==> config.mk <==
export PLATFORM = sky130hd
export DESIGN_NAME = button_scheduler
export DESIGN_NICKNAME = d
export VERILOG_FILES = /design/src/rtl/btn_pkg.sv /design/src/rtl/btn_sync.sv /design/src/rtl/button_scheduler.sv
export SDC_FILE = /design/constraint.sdc
export NUM_CORES = 1
export LEC_CHECK = 0
export BUFFER_PORTS_ARGS = -buffer_cell sky130_fd_sc_hd__buf_2
export CORE_MARGIN = 4
export CORE_UTILIZATION = 35
export DETAILED_ROUTE_END_ITERATION = 8
export GPL_TIMING_DRIVEN = 0
export MAX_ROUTING_LAYER = met4
export PLACE_DENSITY = 0.51
export SYNTH_ARGS = -nofsm -noshare
export SYNTH_HDL_FRONTEND = slang
export SYNTH_SLANG_ARGS = --single-unit
export TNS_END_PERCENT = 5
==> constraint.sdc <==
create_clock -name clk -period 2.77 [get_ports clk]
set_input_delay 0 -clock clk [delete_from_list [all_inputs] [get_ports clk]]
set_output_delay 0 -clock clk [all_outputs]
set_load 0.01 [all_outputs]
==> src/rtl/btn_pkg.sv <==
// Shared types and constants for the button scheduler: FSM state encoding and sizing helpers.
package btn_pkg;

  localparam int unsigned N_BTN_DEF = 4;
  localparam int unsigned ID_W_DEF  = (N_BTN_DEF > 1) ? $clog2(N_BTN_DEF) : 1;

  typedef enum logic [2:0] {
    ST_IDLE     = 3'd0,
    ST_DEBOUNCE = 3'd1,
    ST_HELD     = 3'd2,
    ST_EMIT     = 3'd3,
    ST_WAIT_REL = 3'd4
  } state_t;

  function automatic int unsigned id_width(input int unsigned n);
    return (n > 1) ? $clog2(n) : 1;
  endfunction

  function automatic int unsigned max3(input int unsigned a, input int unsigned b,
                                       input int unsigned c);
    int unsigned m;
    m = (a > b) ? a : b;
    return (m > c) ? m : c;
  endfunction

endpackage

==> src/rtl/btn_sync.sv <==
// N-wide two-flop synchronizer bank for asynchronous button levels.
module btn_sync #(
  parameter int unsigned W = 4
) (
  input  logic         clk,
  input  logic         reset,
  input  logic [W-1:0] d,
  output logic [W-1:0] q
);

  logic [W-1:0] meta;

  always_ff @(posedge clk) begin
    if (reset) begin
      meta <= '0;
      q    <= '0;
    end else begin
      meta <= d;
      q    <= meta;
    end
  end

endmodule

==> src/rtl/button_scheduler.sv <==
// Debounces N_BTN buttons with one shared counter and reports short/long presses round-robin.
// Optional auto-repeat of long presses is enabled by defining BTN_AUTOREPEAT_EN.
module button_scheduler
  import btn_pkg::*;
#(
  parameter int unsigned N_BTN    = N_BTN_DEF,
  parameter int unsigned DEB_MAX  = 1000000,
  parameter int unsigned LONG_MAX = 50000000,
  parameter int unsigned REP_MAX  = 10000000,
  localparam int unsigned ID_W    = id_width(N_BTN)
) (
  input  logic             clk,
  input  logic             reset,
  input  logic [N_BTN-1:0] btn_i,
  output logic             evt_valid,
  input  logic             evt_ready,
  output logic [ID_W-1:0]  evt_id,
  output logic             evt_long,
  output logic             busy
);

  localparam int unsigned CNT_W = $clog2(max3(DEB_MAX, LONG_MAX, REP_MAX) + 1);

  logic [N_BTN-1:0] btn_s;
  state_t           state;
  logic [ID_W-1:0]  rr_ptr;
  logic [ID_W-1:0]  sel;
  logic [CNT_W-1:0] cnt;
  logic [ID_W-1:0]  pick_c;
  logic [ID_W-1:0]  next_ptr_c;
  logic             sel_lvl_c;

  btn_sync #(.W(N_BTN)) u_sync (
    .clk  (clk),
    .reset(reset),
    .d    (btn_i),
    .q    (btn_s)
  );

  // First pressed button at or after rr_ptr, wrapping around.
  always_comb begin
    int unsigned k;
    logic        hit;
    pick_c = rr_ptr;
    hit    = 1'b0;
    k      = 0;
    for (int unsigned i = 0; i < N_BTN; i++) begin
      k = 32'(rr_ptr) + i;
      if (k >= N_BTN) k = k - N_BTN;
      if (!hit && btn_s[ID_W'(k)]) begin
        pick_c = ID_W'(k);
        hit    = 1'b1;
      end
    end
  end

  assign next_ptr_c = (sel == ID_W'(N_BTN - 1)) ? '0 : sel + ID_W'(1);
  assign sel_lvl_c  = btn_s[sel];

  always_ff @(posedge clk) begin
    if (reset) begin
      state     <= ST_IDLE;
      rr_ptr    <= '0;
      sel       <= '0;
      cnt       <= '0;
      evt_valid <= 1'b0;
      evt_id    <= '0;
      evt_long  <= 1'b0;
      busy      <= 1'b0;
    end else begin
      case (state)
        ST_IDLE: begin
          if (|btn_s) begin
            sel   <= pick_c;
            cnt   <= '0;
            state <= ST_DEBOUNCE;
            busy  <= 1'b1;
          end
        end
        ST_DEBOUNCE: begin
          if (!sel_lvl_c) begin
            rr_ptr <= next_ptr_c;
            state  <= ST_IDLE;
            busy   <= 1'b0;
          end else if (cnt == CNT_W'(DEB_MAX - 1)) begin
            cnt   <= '0;
            state <= ST_HELD;
          end else begin
            cnt <= cnt + CNT_W'(1);
          end
        end
        ST_HELD: begin
          if (!sel_lvl_c || cnt == CNT_W'(LONG_MAX - 1)) begin
            evt_valid <= 1'b1;
            evt_id    <= sel;
            evt_long  <= sel_lvl_c;
            state     <= ST_EMIT;
          end else begin
            cnt <= cnt + CNT_W'(1);
          end
        end
        ST_EMIT: begin
          if (evt_ready) begin
            evt_valid <= 1'b0;
            cnt       <= '0;
            if (sel_lvl_c) begin
              state <= ST_WAIT_REL;
            end else begin
              rr_ptr <= next_ptr_c;
              state  <= ST_IDLE;
              busy   <= 1'b0;
            end
          end
        end
        ST_WAIT_REL: begin
          if (!sel_lvl_c) begin
            rr_ptr <= next_ptr_c;
            state  <= ST_IDLE;
            busy   <= 1'b0;
          end
`ifdef BTN_AUTOREPEAT_EN
          // evt_long still flags that the last event of this press was long.
          else if (evt_long) begin
            if (cnt == CNT_W'(REP_MAX - 1)) begin
              evt_valid <= 1'b1;
              state     <= ST_EMIT;
            end else begin
              cnt <= cnt + CNT_W'(1);
            end
          end
`endif
        end
        default: begin
          state <= ST_IDLE;
          busy  <= 1'b0;
        end
      endcase
    end
  end

endmodule

==> load_flow_metrics.sql <==
INSERT INTO impl_metrics (metric_group, metric, value, unit) VALUES
('floorplan', 'initial_utilization', '36.8', '%'),
('floorplan', 'die_height', '93.4', 'um'),
('power', 'vdd_drop_max', '164', 'uV'),
('timing', 'fin_worst_skew', '13.2', 'ps'),
('finish', 'layout-area-overhead-vs-synth', '13.1', '%'),
('finish', 'multiInputGateArea', '1520', 'um^2'),
('clock_network', 'tritoncts', 'yes', ''),
('timing', 'period_needed', '2520', 'ps'),
('power', 'total_leakage_power', '0.922', 'nW'),
('setup_path', 'endpoint_kind', 'flip-flop', ''),
('clock_network', 'cts-root-to-sink-buffers', '2', ''),
('yosys', 'synthesis.nets', '321', ''),
('timing', 'finalSetupTns', '0', 'ps'),
('min_path', 'min_delay_path_depth', '3', ''),
('drt', 'vias', '2364', ''),
('timing', 'final-hold-violation-count', '0', ''),
('yosys', 'yosysSeqAreaShare', '36.0', '%'),
('place', 'detailed_place_hpwl', '4810', 'um'),
('floorplan', 'fp-row-count', '30', ''),
('drt', 'detail_route.vias_per_cell', '5.46', ''),
('drt', 'drt_first_iter_violations', '184', ''),
('timing', 'final-setup-viol-count', '0', ''),
('finish', 'num_antenna_cells', '0', ''),
('setup_path', 'worst_path_max_delay_cell', 'sky130_fd_sc_hd__nor4_1', ''),
('place', 'gp_routability_congestion', '0.934', ''),
('floorplan', 'floorplan.core_area', '6940', 'um^2'),
('outcome', 'outcome', 'finished clean', ''),
('yosys', 'ys_warn_count', '0', ''),
('setup_path', 'cp.buffers_inverters', '0', ''),
('finish', 'area_taken_by_flip_flops_and_latches', '921', 'um^2'),
('yosys', 'ys_ff_latch', '46', ''),
('yosys', 'synthesis.area_per_instance', '8.22', 'um^2'),
('clock_network', 'cts_inserted_buffers', '5', ''),
('global_route', 'antenna_violations_before_repair', '0', ''),
('global_route', 'global_route.usage.total', '16.8', '%'),
('global_route', 'grt_overflow', '0', ''),
('setup_path', 'cell_family_contributing_the_most_delay_on_the_critical_path', 'simple AND/OR/NAND/NOR gates', ''),
('global_route', 'grt_start_max_net_pins', '14', ''),
('setup_path', 'path_class', 'reg2reg', ''),
('yosys', 'netlist-cell-type-count', '58', ''),
('yosys', 'netlist_instances', '311', ''),
('clock_network', 'post_cts_resized', '0', ''),
('drt', 'drt_wl_total', '6650', 'um'),
('setup_path', 'crit-reg2reg-launch', 'u_sync.q[1]$_SDFF_PP0_', ''),
('timing', 'max_freq', '397', 'MHz'),
('setup_path', 'max_stage_delay', '1040', 'ps'),
('yosys', 'synthArstFlopShare', '0', '%'),
('setup_path', 'critical_path.startpoint_type', 'flip-flop', ''),
('global_route', 'first_global_vias', '2211', ''),
('clock_network', 'skew_pair_late_insertion_delay', '310', 'ps'),
('clock_network', 'clk_pin_slew_worst_paths', '90', 'ps'),
('clock_network', 'clockRootBuffer', 'sky130_fd_sc_hd__clkbuf_8', ''),
('power', 'power.density_cell_area', '478', 'nW/um^2'),
('setup_path', 'setup.reg_to_reg.worst_slack', '250', 'ps'),
('floorplan', 'design.die.area', '8730', 'um^2'),
('setup_path', 'path_cells', 'nor4_1, nand2_2, nand4_4, a211oi_1, a31o_1, a21oi_1', ''),
('finish', 'filler_cell_count', '727', ''),
('finish', 'layout.nets', '347', ''),
('min_path', 'hold_end', 'u_sync.meta[1]$_SDFF_PP0_', ''),
('setup_path', 'worstReg2RegEnd', 'cnt[25]$_SDFFE_PP0P_', ''),
('finish', 'final_cell_mix', 'sky130_fd_sc_hd__dfxtp_1 (46), sky130_fd_sc_hd__nor2_1 (45), sky130_fd_sc_hd__a21oi_1 (31)', ''),
('place', 'placed_cell_area', '2730', 'um^2'),
('timing', 'timing.slew.headroom', '16.6', '%'),
('floorplan', 'overall_die_width', '93.4', 'um'),
('floorplan', 'ioPinCount', '12', ''),
('timing', 'grt_setup_unrepaired', 'false', ''),
('setup_path', 'required', '3000', 'ps'),
('drt', 'drt_pre_antenna_iters', '5', ''),
('setup_path', 'reg2reg_depth', '6', ''),
('finish', 'drive_above_1_share', '13.1', '%'),
('yosys', 'synth-edff-count', '0', '');
tightest hold or removal path: stages:
cell and delay (ps):
sky130_fd_sc_hd__dlygate4sd3_1 520, sky130_fd_sc_hd__buf_2 90, sky130_fd_sc_hd__nor2b_1 100
worst max path at each step:
stage                                 to                    from  slack [ps]  cells past startpoint
CTS                 cnt[11]$_SDFFE_PP0P_  u_sync.q[1]$_SDFF_PP0_         300                      6
detailed placement  cnt[10]$_SDFFE_PP0P_     cnt[0]$_SDFFE_PP0P_         330                      9
finish              cnt[25]$_SDFFE_PP0P_  u_sync.q[1]$_SDFF_PP0_         250                      6
floorplan           cnt[10]$_SDFFE_PP0P_     cnt[0]$_SDFFE_PP0P_         650                      9
global route        cnt[25]$_SDFFE_PP0P_  u_sync.q[1]$_SDFF_PP0_          80                      6
global placement    cnt[11]$_SDFFE_PP0P_  u_sync.q[0]$_SDFF_PP0_         280                      6
layer usage:
metal | wire length [um] | up-vias | global-route usage [%]
li1 | - | 1182 | -
met1 | 3270 | 1106 | 23.5
met2 | 2940 | 68 | 24.7
met3 | 346 | 8 | 2.90
met4 | 88 | 0 | 5.01
met5 | 0 | - | -
flip-flops by register name (all words and copies together), names as in the netlist:
| signal | cells |
|---|---|
| busy | 1 |
| cnt | 26 |
| evt_id | 2 |
| evt_long | 1 |
| evt_valid | 1 |
| rr_ptr | 2 |
| sel | 2 |
| state | 3 |
| u_sync.meta | 4 |
| u_sync.q | 4 |
synthesized netlist by cell type (all sizes together) (2+ instances only):
| cell type | count | area [um^2] |
|---|---|---|
| nor2b | 11 | 68.8 |
| nor3 | 11 | 60.1 |
| clkbuf | 4 | 15.0 |
| a31oi | 2 | 12.5 |
| or3 | 4 | 25.0 |
| and2 | 2 | 12.5 |
| nor4bb | 2 | 20.0 |
| nand2 | 21 | 81.3 |
| a211oi | 7 | 52.6 |
| o21ai | 11 | 70.1 |
| buf | 10 | 61.3 |
| a21oi | 31 | 155 |
| nor2 | 45 | 169 |
| nand2b | 4 | 25.0 |
| xnor2 | 18 | 158 |
| and4 | 2 | 17.5 |
| a31o | 2 | 26.3 |
| nor4 | 3 | 33.8 |
| ha | 3 | 37.5 |
| xor2 | 2 | 17.5 |
| nand3 | 14 | 75.1 |
| dfxtp | 46 | 921 |
| a2111oi | 6 | 73.8 |
| inv | 9 | 33.8 |
| nand4 | 19 | 134 |
| or4 | 3 | 26.3 |
stage by stage:
step / worst slack, ps / utilization, % / cells / power, mW / hold WS [ps]
3_5_place_dp: 334 / 39.3 / 418 / 0.988 / 214
4_1_cts: 305 / 41.6 / 433 / 1.39 / 431
3_3_place_gp: 279 / 39.3 / 418 / 0.990 / 209
5_1_grt: 79.7 / 41.6 / 433 / 1.45 / 457
6_report: 253 / 41.6 / 433 / 1.38 / 436
2_1_floorplan: 646 / - / 311 / 0.915 / 71.6
timing repair:
action	CTS	global route
endpoints found under the setup margin	0	0
hold buffers	8	0
endpoints found under the hold margin	6	0
cell families after synthesis:
| group | count (synthesis) | synth area share (%) |
|---|---|---|
| AND/OR/NAND/NOR | 147 | 31.1 |
| AO/OA/AOI/OAI | 69 | 18.5 |
| flip-flops | 46 | 36.0 |
| buffers and inverters | 23 | 4.31 |
| XOR/XNOR | 20 | 6.86 |
| multiplexers | 3 | 1.71 |
| adder cells (fa/ha/maj) | 3 | 1.47 |
layout make-up:
class                   count  share of cell area [%]
clock inverters             2                   0.346
inverters                   9                    1.17
plain buffers              14                    2.64
flip-flops and latches     46                    31.9
clock buffers               5                    2.38
repair buffers             19                    4.68
well taps                  96                    4.16
multi-input cells         242                    52.8
report_power, final:
part | internal (mW) | total [mW] | switching (mW)
combinational | 0.100 | 0.276 | 0.176
sequential | 0.684 | 0.705 | 0.0205
clock | 0.170 | 0.400 | 0.230
total | 0.954 | 1.38 | 0.426
No activity file was read; power rests on OpenSTA's default activity.
